<file path="src/rtl/branch_resolve_unit.sv">
// Branch resolve unit: ends the branch stall raised by the stall detector.
// Sees beq/bne/j in decode, stalls and flushes fetch, resolves the branch in
// execute, redirects the PC, drains, then releases stallFlag.
// Optional feature macro: BRANCH_STATS_EN adds saturating taken/not-taken counters.
module branch_resolve_unit #(
  parameter int unsigned DRAIN_CYCLES = 2,
  parameter int unsigned TIMEOUT      = 8
) (
  input  logic        clk,
  input  logic        rst,
  input  logic        id_valid,
  input  logic [5:0]  id_opcode,
  input  logic        ex_valid,
  input  logic [5:0]  ex_opcode,
  input  logic        ex_zero,
  input  logic [31:0] ex_pc_plus4,
  input  logic [31:0] ex_imm,
  input  logic [25:0] ex_jtarget,
  output logic        stallFlag,
  output logic        flush_f,
  output logic        flush_d,
  output logic        redirect_valid,
  output logic [31:0] redirect_pc,
  output logic        err_timeout
`ifdef BRANCH_STATS_EN
  ,
  output logic [15:0] taken_cnt,
  output logic [15:0] nt_cnt
`endif
);

  localparam int unsigned OP_W  = 6;
  localparam int unsigned CNT_W = 8;
  localparam int unsigned PC_W  = 32;
  localparam logic [OP_W-1:0] OP_BEQ = 6'b000100;
  localparam logic [OP_W-1:0] OP_BNE = 6'b000101;
  localparam logic [OP_W-1:0] OP_J   = 6'b000010;

  typedef enum logic [1:0] {S_IDLE, S_WAIT_EX, S_DRAIN} state_e;

  state_e            state_q, state_d;
  logic [OP_W-1:0]   op_q, op_d;
  logic [CNT_W-1:0]  cnt_q, cnt_d;
  logic              stall_q, stall_d;
  logic              flush_f_q, flush_f_d;
  logic              flush_d_q, flush_d_d;
  logic              rv_q, rv_d;
  logic [PC_W-1:0]   rpc_q, rpc_d;
  logic              err_q, err_d;
  logic              taken_inc_c, nt_inc_c;

  logic              id_is_br_c, ex_match_c, taken_c, idle_rules_c;
  logic [PC_W-1:0]   target_c;

  assign id_is_br_c = id_valid &&
                      (id_opcode == OP_BEQ || id_opcode == OP_BNE || id_opcode == OP_J);
  assign ex_match_c = ex_valid && (ex_opcode == op_q);

  // Taken decision and target for the captured opcode
  always_comb begin
    taken_c  = 1'b0;
    target_c = PC_W'(ex_pc_plus4 + PC_W'(ex_imm << 2));
    case (op_q)
      OP_BEQ:  taken_c = ex_zero;
      OP_BNE:  taken_c = !ex_zero;
      OP_J: begin
        taken_c  = 1'b1;
        target_c = {ex_pc_plus4[31:28], ex_jtarget, 2'b00};
      end
      default: taken_c = 1'b0;
    endcase
  end

  // Next-state and registered-output logic
  always_comb begin
    state_d      = state_q;
    op_d         = op_q;
    cnt_d        = cnt_q;
    stall_d      = stall_q;
    flush_f_d    = 1'b0;
    flush_d_d    = 1'b0;
    rv_d         = 1'b0;
    rpc_d        = rpc_q;
    err_d        = err_q;
    taken_inc_c  = 1'b0;
    nt_inc_c     = 1'b0;
    idle_rules_c = 1'b0;

    case (state_q)
      S_IDLE: begin
        stall_d      = 1'b1;
        idle_rules_c = 1'b1;
      end
      S_WAIT_EX: begin
        stall_d = 1'b0;
        if (ex_match_c) begin
          if (taken_c) begin
            rv_d        = 1'b1;
            flush_f_d   = 1'b1;
            flush_d_d   = 1'b1;
            rpc_d       = target_c;
            cnt_d       = '0;
            state_d     = S_DRAIN;
            taken_inc_c = 1'b1;
          end else begin
            stall_d  = 1'b1;
            state_d  = S_IDLE;
            nt_inc_c = 1'b1;
          end
        end else if (CNT_W'(cnt_q + 8'd1) == CNT_W'(TIMEOUT)) begin
          stall_d = 1'b1;
          err_d   = 1'b1;
          state_d = S_IDLE;
        end else begin
          cnt_d = CNT_W'(cnt_q + 8'd1);
        end
      end
      S_DRAIN: begin
        stall_d = 1'b0;
        if (cnt_q == CNT_W'(DRAIN_CYCLES)) begin
          stall_d      = 1'b1;
          state_d      = S_IDLE;
          idle_rules_c = 1'b1;
        end else begin
          cnt_d = CNT_W'(cnt_q + 8'd1);
        end
      end
      default: state_d = S_IDLE;
    endcase

    // A decode branch seen under idle rules starts a new stall
    if (idle_rules_c && id_is_br_c) begin
      op_d      = id_opcode;
      cnt_d     = '0;
      stall_d   = 1'b0;
      flush_f_d = 1'b1;
      state_d   = S_WAIT_EX;
    end
  end

  // State and output registers with synchronous reset
  always_ff @(posedge clk) begin
    if (rst) begin
      state_q   <= S_IDLE;
      op_q      <= '0;
      cnt_q     <= '0;
      stall_q   <= 1'b1;
      flush_f_q <= 1'b0;
      flush_d_q <= 1'b0;
      rv_q      <= 1'b0;
      rpc_q     <= '0;
      err_q     <= 1'b0;
    end else begin
      state_q   <= state_d;
      op_q      <= op_d;
      cnt_q     <= cnt_d;
      stall_q   <= stall_d;
      flush_f_q <= flush_f_d;
      flush_d_q <= flush_d_d;
      rv_q      <= rv_d;
      rpc_q     <= rpc_d;
      err_q     <= err_d;
    end
  end

  assign stallFlag      = stall_q;
  assign flush_f        = flush_f_q;
  assign flush_d        = flush_d_q;
  assign redirect_valid = rv_q;
  assign redirect_pc    = rpc_q;
  assign err_timeout    = err_q;

`ifdef BRANCH_STATS_EN
  logic [15:0] taken_q, nt_q;

  // Saturating resolution counters; timeouts are not counted
  always_ff @(posedge clk) begin
    if (rst) begin
      taken_q <= '0;
      nt_q    <= '0;
    end else begin
      if (taken_inc_c && taken_q != 16'hFFFF) taken_q <= 16'(taken_q + 16'd1);
      if (nt_inc_c && nt_q != 16'hFFFF)       nt_q    <= 16'(nt_q + 16'd1);
    end
  end

  assign taken_cnt = taken_q;
  assign nt_cnt    = nt_q;
`else
  logic unused_stats_c;
  assign unused_stats_c = taken_inc_c ^ nt_inc_c;
`endif

endmodule

</file>
<file path="config.mk">
export PLATFORM = sky130hd
export DESIGN_NAME = branch_resolve_unit
export DESIGN_NICKNAME = d
export VERILOG_FILES = /design/src/rtl/branch_resolve_unit.sv
export SDC_FILE = /design/constraint.sdc
export NUM_CORES = 1
export LEC_CHECK = 0
export BUFFER_PORTS_ARGS = -buffer_cell sky130_fd_sc_hd__buf_2
export CORE_ASPECT_RATIO = 1.2
export CORE_MARGIN = 1.5
export CORE_UTILIZATION = 51
export CTS_CLUSTER_SIZE = 25
export DETAILED_ROUTE_END_ITERATION = 6
export HOLD_SLACK_MARGIN = 0.03
export PLACE_DENSITY_LB_ADDON = 0.25
export RECOVER_POWER = 50
export SKIP_LAST_GASP = 1
export SLEW_MARGIN = 25
export SYNTH_ARGS = -nofsm -noshare
export SYNTH_HDL_FRONTEND = slang
export SYNTH_SLANG_ARGS = --single-unit
</file>
<file path="constraint.sdc">
create_clock -name clk -period 3.04 [get_ports clk]
set_input_delay 0.152 -clock clk [delete_from_list [all_inputs] [get_ports clk]]
set_output_delay 0.152 -clock clk [all_outputs]
set_load 0.03 [all_outputs]
</file>
==> summary.txt, run 1 <==
Outcome
  • Outcome: finished with violations
  • Failing checks: DRC

Global route
  • GR Layer Usage met2: 0.473
  • Initial antenna violation count: 0
  • Number of global-route vias before repair: 4196
  • First-pass GRT wire length: 18700 um
  • Met1 usage: 0.335
  • Gr ovfl total: 0
  • Busiest layer in global routing: met2
  • Total track usage: 0.266
  • Largest net degree at the start of global routing: 46
  • Met3 Use GR: 0.0293

Worst setup path
  • Reg-to-reg slack, setup: 0.25 ns
  • Crit start category: flip-flop
  • CP endpoint kind: flip-flop
  • Critical Path RT: 3.26 ns
  • CP max FO: 9
  • WS Path Type: reg2reg
  • Worst flop-to-flop path endpoint: redirect_pc[29]$_SDFFE_PP0P_
  • Worst Reg-to-Reg Cells: 8
  • CP arrival: 3.01 ns
  • Worst r2r src: op_q[0]$_SDFFE_PP0P_

Layout
  • Final Instance Count excl. Fillers: 765
  • Layout cells sized above 1: 0.186
  • Syn-to-layout area delta: 20.0%
  • Nets@finish: 815
  • Number of antenna diodes: 0

Detailed routing
  • Drt total wl: 11500 um
  • Initial detailed-routing violation count: 255
  • Post-DRT Antenna Nets: 0
  • DRC Markers: 9
  • Wire length per cell: 15.1 um
  • Avg Vias per Cell: 5.83
  • DR pass1 iterations: 7
  • Via count: 4463

Placement
  • Dpl hpwl: 8950 um
  • Placer congestion estimate: 0.918
  • # port buffers: 141
  • Post-placement cell count: 757

Timing
  • Tmin final: 2.79 ns
  • Worst Skew: 0.00356 ns
  • Slew HR: 0.424
  • Setup TNS: 0 ns
  • Final setup violation count: 0
  • Max Slew Vio Count: 0
  • Max Fclk: 358 MHz
  • Final hold viol count: 0
  • Worst slew pin tran: 0.864 ns
  • Tcrit/Tclk final: 0.919
  • RSZ-0062 raised after global routing: no

Clock network
  • Root buffer cell: clkbuf_8
  • CTS tree: done
  • Clk buf depth: 2
  • H-tree Lvls: 2
  • Post-CTS setup buffers: 0
  • Sink Count: 52
  • Clock transition at path regs: 0.10 ns
  • Num CTS Buffers: 5
  • Post-CTS sizing: 0
  • Hold buffer count at CTS: 0
  • Clk_lat worst skew: 0.31 ns

Floorplanning
  • Die height: 101 um
  • Die Wd: 84.8 um
  • Number of cell rows: 35
  • Core area: 7750 um2
  • Die area: 8590 um2
  • # IOs: 144
  • Initial Util: 0.529

Power and ir drop
  • Total power: 1.57 mW
  • Max VDD drop: 0.215 mV
  • PD cells: 319 nW/um2
  • Static leakage: 2.09 nW

Synth
  • Mean Syn Cell Area: 7.52 um2
  • Async set-reset flop share out of synthesis: 0
  • YS warnings: 0
  • Syn_nets: 688
  • Register area share after synthesis: 0.254
  • FF+latch count, synth: 52
  • Post-Synthesis Cells: 545
  • Unique masters post-synth: 60
  • Number of synthesized flops with an enable pin: 0
  • Synth Flop Type: dfxtp_1
  • Synthesized cell area: 4100 um2

Worst hold path
  • Hold Crit Endpoint: redirect_pc[1]$_SDFFE_PP0P_
  • Type of the most critical hold path: in2reg
  • HP Start: ex_pc_plus4[1]
  • Hold path cells: 3

Job
  • Max cap viols: 0
-- how the worst max path moves through the flow --
stage                    startpoint                           end  slack, ns  depth (start not counted)
6_report       op_q[0]$_SDFFE_PP0P_  redirect_pc[29]$_SDFFE_PP0P_       0.25                          8
5_1_grt        op_q[0]$_SDFFE_PP0P_  redirect_pc[29]$_SDFFE_PP0P_       0.09                          8
4_1_cts        op_q[0]$_SDFFE_PP0P_  redirect_pc[29]$_SDFFE_PP0P_       0.24                          8
3_5_place_dp   op_q[0]$_SDFFE_PP0P_  redirect_pc[29]$_SDFFE_PP0P_       0.26                          8
3_3_place_gp         ex_pc_plus4[9]  redirect_pc[25]$_SDFFE_PP0P_       0.28                         10
2_1_floorplan       ex_pc_plus4[10]  redirect_pc[29]$_SDFFE_PP0P_       0.61                          9
-- cell families (layout without fill, tap and decap cells) --
logic type	count (synthesis)	in the layout	synth area share
simple gates	210	210	0.243
compound gates	167	167	0.272
flops	52	52	0.254
buf+inv	48	176	0.0470
fa+ha+maj	36	36	0.112
xor+xnor	23	23	0.0491
mux	9	9	0.0232
-- sequential cells by signal, summed over array words and instances, names as in the netlist --
| register | count |
|---|---|
| redirect_pc | 32 |
| cnt_q | 8 |
| op_q | 6 |
| state_q | 2 |
| err_timeout | 1 |
| flush_f | 1 |
| redirect_valid | 1 |
| stallFlag | 1 |
-- routing by layer --
metal | up-vias | part of all wire
met3 | 24 | 0.065
met5 | - | 0
met2 | 179 | 0.49
met4 | 0 | 0.021
li1 | 2240 | -
met1 | 2020 | 0.42
-- where the power goes --
| part | total (mW) | switching (mW) | internal [mW] |
|---|---|---|---|
| Sequential | 0.683 | 0.00136 | 0.682 |
| Clock | 0.418 | 0.254 | 0.165 |
| Combinational | 0.470 | 0.262 | 0.207 |
-- final cells by class --
cell class                 count  area, um2
clock buffer                   6       72.6
clock inverter                 2       16.3
fill                         725       2830
multi-input combinational    445       2870
inverter                      19       71.3
sequential                    52       1040
timing repair buffer         149        732
tap                           92        115
-- Yosys cell counts (all sizes together) (3+ instances only) --
master	instances	area, um2
a211oi	9	80.1
a21o	17	128
a21oi	55	279
a22oi	3	22.5
a311oi	14	123
a31oi	5	31.3
and2	3	18.8
and3	10	62.6
buf	7	38.8
clkbuf	22	82.6
dfxtp	52	1040
ha	35	438
inv	19	71.3
mux2i	8	80.1
nand2	62	233
nand3	17	85.1
nand3b	5	37.5
nand4	8	50.1
nor2	65	251
nor2b	8	50.1
nor3	12	60.1
o211ai	9	67.6
o21ai	25	125
o21bai	5	37.5
o31ai	3	22.5
or3	4	25.0
or4	3	22.5
xnor2	13	114
xor2	10	87.6
-- cells in the final DEF, fill, tap and decap left out, types with 3 or more instances in the layout --
cell type	count
a211oi_1	8
a21o_1	17
a21oi_1	54
a22oi_1	3
a311oi_1	14
a31oi_1	5
and3_1	10
buf_2	104
buf_4	7
clkbuf_1	38
clkbuf_8	5
dfxtp_1	52
ha_1	35
inv_1	19
mux2i_1	8
nand2_1	62
nand3_1	17
nand3b_1	5
nand4_1	8
nor2_1	64
nor2b_1	8
nor3_1	11
o211ai_1	9
o21ai_0	25
o21bai_1	5
o31ai_1	3
or3_1	4
or4_1	3
xnor2_1	13
xor2_1	10
-- worst max-delay path, stage by stage (launching register included) --
cell and delay (ns):
dfxtp_1 0.46, xnor2_1 0.15, nand4_1 0.10, or4_1 0.58, or3_1 0.58, nor2_4 0.20
nand2_1 0.06, or4_1 0.38, and3_1 0.18
-- stage by stage --
stage / util / area (um2) / setup slack, ns / hold WS [ns]
2_1_floorplan: - / 4100 / 0.606 / 0.299
3_3_place_gp: 0.630 / 4880 / 0.283 / 0.408
3_5_place_dp: 0.630 / 4880 / 0.259 / 0.424
4_1_cts: 0.641 / 4970 / 0.236 / 0.0884
5_1_grt: 0.635 / 4920 / 0.0859 / 0.0938
6_report: 0.635 / 4920 / 0.247 / 0.0899
Power figures use the tool's default switching activity.
==> run 2: changes to the inputs <==
--- a/config.mk
+++ b/config.mk
@@ -5,10 +5,11 @@
 export SDC_FILE = /design/constraint.sdc
 export NUM_CORES = 1
 export LEC_CHECK = 0
+export ABC_AREA = 1
 export BUFFER_PORTS_ARGS = -buffer_cell sky130_fd_sc_hd__buf_2
 export CORE_ASPECT_RATIO = 1.2
 export CORE_MARGIN = 1.5
-export CORE_UTILIZATION = 51
+export CORE_UTILIZATION = 53
 export CTS_CLUSTER_SIZE = 25
 export DETAILED_ROUTE_END_ITERATION = 6
 export HOLD_SLACK_MARGIN = 0.03
==> run 2 against run 1 <==
Largest cell class unchanged. Non-clock buffer count shrank 5. Routed wire length grew 12%. Sequential share of layout area is 2.3 points lower. The flow now finishes without violations. Synthesized cell count up 50%. Via count up 24%. Design area increased by 12%. Critical path type unchanged. Register-to-register slack better by 0.71 ns. First-iteration DRC count increased by 20%. Worst setup slack improved by 0.71 ns.
==> summary.txt, run 2 <==
Worst hold path
  • Type of the most critical hold path: in2reg

Synth
  • Number of synthesized flops with an enable pin: 0 (unchanged)
  • Register area share after synthesis: 0.220 (-0.0336)
  • Mean Syn Cell Area: 5.79 um2 (-23%)
  • Post-Synthesis Cells: 816 (+50%)
  • Synth top area share: 0.220 (-0.0336)
  • Synth Flop Type: dfxtp_1
  • Synth top area cells: dfxtp_1 (22%), nand2_1 (22%), inv_1 (9.7%)
  • Count leader, synth: nand2_1
  • Synthesized cell area: 4720 um2 (+15%)
  • YS warnings: 0 (unchanged)
  • Async set-reset flop share out of synthesis: 0 (unchanged)
  • FF+latch count, synth: 52 (unchanged)
  • Syn_nets: 959 (+39%)
  • Most instantiated cells after synthesis: nand2_1 (277), inv_1 (122), nor2_1 (81), a21oi_1 (66), nand3_1 (53)
  • Unique masters post-synth: 34 (-43%)
  • Yosys top cell by area: dfxtp_1

Job
  • Max cap viols: 0 (unchanged)

Clock network
  • CTS tree: done
  • Post-CTS sizing: 0 (unchanged)
  • Clock transition at path regs: 0.09 ns (about the same)
  • Clk buf depth: 2 (unchanged)
  • Num CTS Buffers: 5 (unchanged)
  • Sink Count: 52 (unchanged)
  • Root buffer cell: clkbuf_8
  • Clk_lat worst skew: 0.30 ns (about the same)
  • Hold buffer count at CTS: 0 (unchanged)
  • H-tree Lvls: 2 (unchanged)
  • Post-CTS setup buffers: 0 (unchanged)

Timing
  • Final setup violation count: 0 (unchanged)
  • RSZ-0062 raised after global routing: no
  • Worst Skew: 0.00394 ns (+0.000374 ns)
  • Final hold viol count: 0 (unchanged)
  • Setup TNS: 0 ns (unchanged)
  • Worst slew pin tran: 0.689 ns (-0.176 ns)
  • Tmin final: 2.09 ns (-0.707 ns)
  • Max Fclk: 480 MHz (+34%)
  • Final worst slack: 0.955 ns (+0.707 ns)
  • Max Slew Vio Count: 0 (unchanged)
  • Slew HR: 0.538 (+0.114)
  • Tcrit/Tclk final: 0.686 (-0.233)

Power and ir drop
  • Total power: 1.65 mW (+5.0%)
  • Static leakage: 3.08 nW (+47%)
  • Max VDD drop: 0.188 mV (-13%)
  • PD cells: 299 nW/um2 (-6.6%)

Detailed routing
  • Avg Vias per Cell: 5.18 (-11%)
  • Wire length per cell: 12.1 um (-20%)
  • DRC Markers: 0 (-9)
  • Drt total wl: 12900 um (+12%)
  • Post-DRT Antenna Nets: 0 (unchanged)
  • Initial detailed-routing violation count: 307 (+20%)
  • DR pass1 iterations: 5 (-2)
  • Via count: 5518 (+24%)

Layout
  • Nets@finish: 1091 (+34%)
  • Most common library cell in the layout ignoring fill and taps: nand2_1
  • Syn-to-layout area delta: 17.0%
  • Most frequent cells in the layout: nand2_1 (277), inv_1 (122), buf_2 (104), nor2_1 (82), a21oi_1 (66)
  • Layout cells sized above 1: 0.138 (-0.0477)
  • Number of antenna diodes: 0 (unchanged)
  • Max reg flops: 32 (unchanged)
  • Fillers: 908 (+25%)

Floorplanning
  • # IOs: 144 (unchanged)
  • Number of cell rows: 37 (+5.7%)
  • Die Wd: 89.2 um (+5.1%)
  • Die area: 9490 um2 (+11%)
  • Core area: 8610 um2 (+11%)
  • Die height: 106 um (+5.2%)
  • Initial Util: 0.549 (+0.0199)

Placement
  • Dpl hpwl: 10500 um (+17%)
  • Placer congestion estimate: 0.984 (+7.2%)
  • # port buffers: 141 (unchanged)
  • Pre-CTS setup slack: 0.926 ns (+0.667 ns)

Worst setup path
  • Crit start category: flip-flop
  • CP arrival: 2.32 ns (-0.69 ns)
  • CP max FO: 12 (+3)
  • Critical Path RT: 3.27 ns (about the same)
  • WS Path Type: reg2reg
  • CP endpoint kind: flip-flop

Outcome
  • Outcome: finished clean

Global route
  • Gr ovfl total: 0 (unchanged)
  • Number of global-route vias before repair: 4733 (+13%)
  • Initial antenna violation count: 0 (unchanged)
  • Total track usage: 0.272 (+0.00659)
  • First-pass GRT wire length: 20700 um (+10%)
  • Largest net degree at the start of global routing: 40 (-13%)
[run 2: stage by stage]
stage	util	cell area [um2]	std cells	hold WS [ns]
final	0.642	5530	1066	0.0708
after global routing	0.642	5530	1066	0.0658
after CTS	0.647	5580	1066	0.0664
after detailed placement	0.637	5490	1058	0.378
after global placement	0.637	5490	1058	0.376
after floorplan	-	4720	816	0.237
[run 2: cell families (layout without fill, tap and decap cells)]
logic type / after synthesis / in the layout / synth area share
XOR/XNOR: 17 / 17 / 0.0315
buffers and inverters: 148 / 281 / 0.127
AND/OR/NAND/NOR: 453 / 453 / 0.403
flip-flops: 52 / 52 / 0.220
adder cells (fa/ha/maj): 36 / 36 / 0.0969
AO/OA/AOI/OAI: 110 / 110 / 0.122
[run 2: critical path: stages, from the launching register on]
cell,delay (ns)
dfxtp_1,0.40
inv_2,0.06
nand2_1,0.06
o21ai_1,0.06
nor2_1,0.09
nand2_1,0.09
nor2_4,0.20
nand3_1,0.44
inv_2,0.36
o21ai_0,0.12
a31oi_1,0.15
[run 2: final timing paths]
kind / start / end / slack, ns / cells after the start
worst max-delay path: op_q[0]$_SDFFE_PP0P_ / redirect_pc[2]$_SDFFE_PP0P_ / 0.95 / 10
worst min-delay path: ex_pc_plus4[0] / redirect_pc[0]$_SDFFE_PP0P_ / 0.07 / 3
worst max register to register: op_q[0]$_SDFFE_PP0P_ / redirect_pc[2]$_SDFFE_PP0P_ / 0.95 / 10
worst min register to register: err_timeout$_SDFFE_PP0P_ / err_timeout$_SDFFE_PP0P_ / 0.45 / 2
[run 2: layout make-up]
class	count	area, um2	area share
tap	117	146	0.0265
timing repair buffer	144	682	0.123
inverter	129	485	0.0878
multi-input combinational	616	3080	0.558
sequential	52	1040	0.188
clock buffer	8	90.1	0.0163
[run 2: layer usage]
metal,track usage,part of all wire
met1,0.346,0.43
met2,0.476,0.48
met3,0.0202,0.062
met4,0.0912,0.022
met5,0,0
[run 2: where the power goes]
part	internal (mW)	leakage (nW)	switching (mW)	total, mW
Sequential	0.684	0.419	0.00354	0.688
Combinational	0.216	2.62	0.348	0.564
Clock	0.186	0.0455	0.212	0.398
Total	1.09	3.08	0.564	1.65
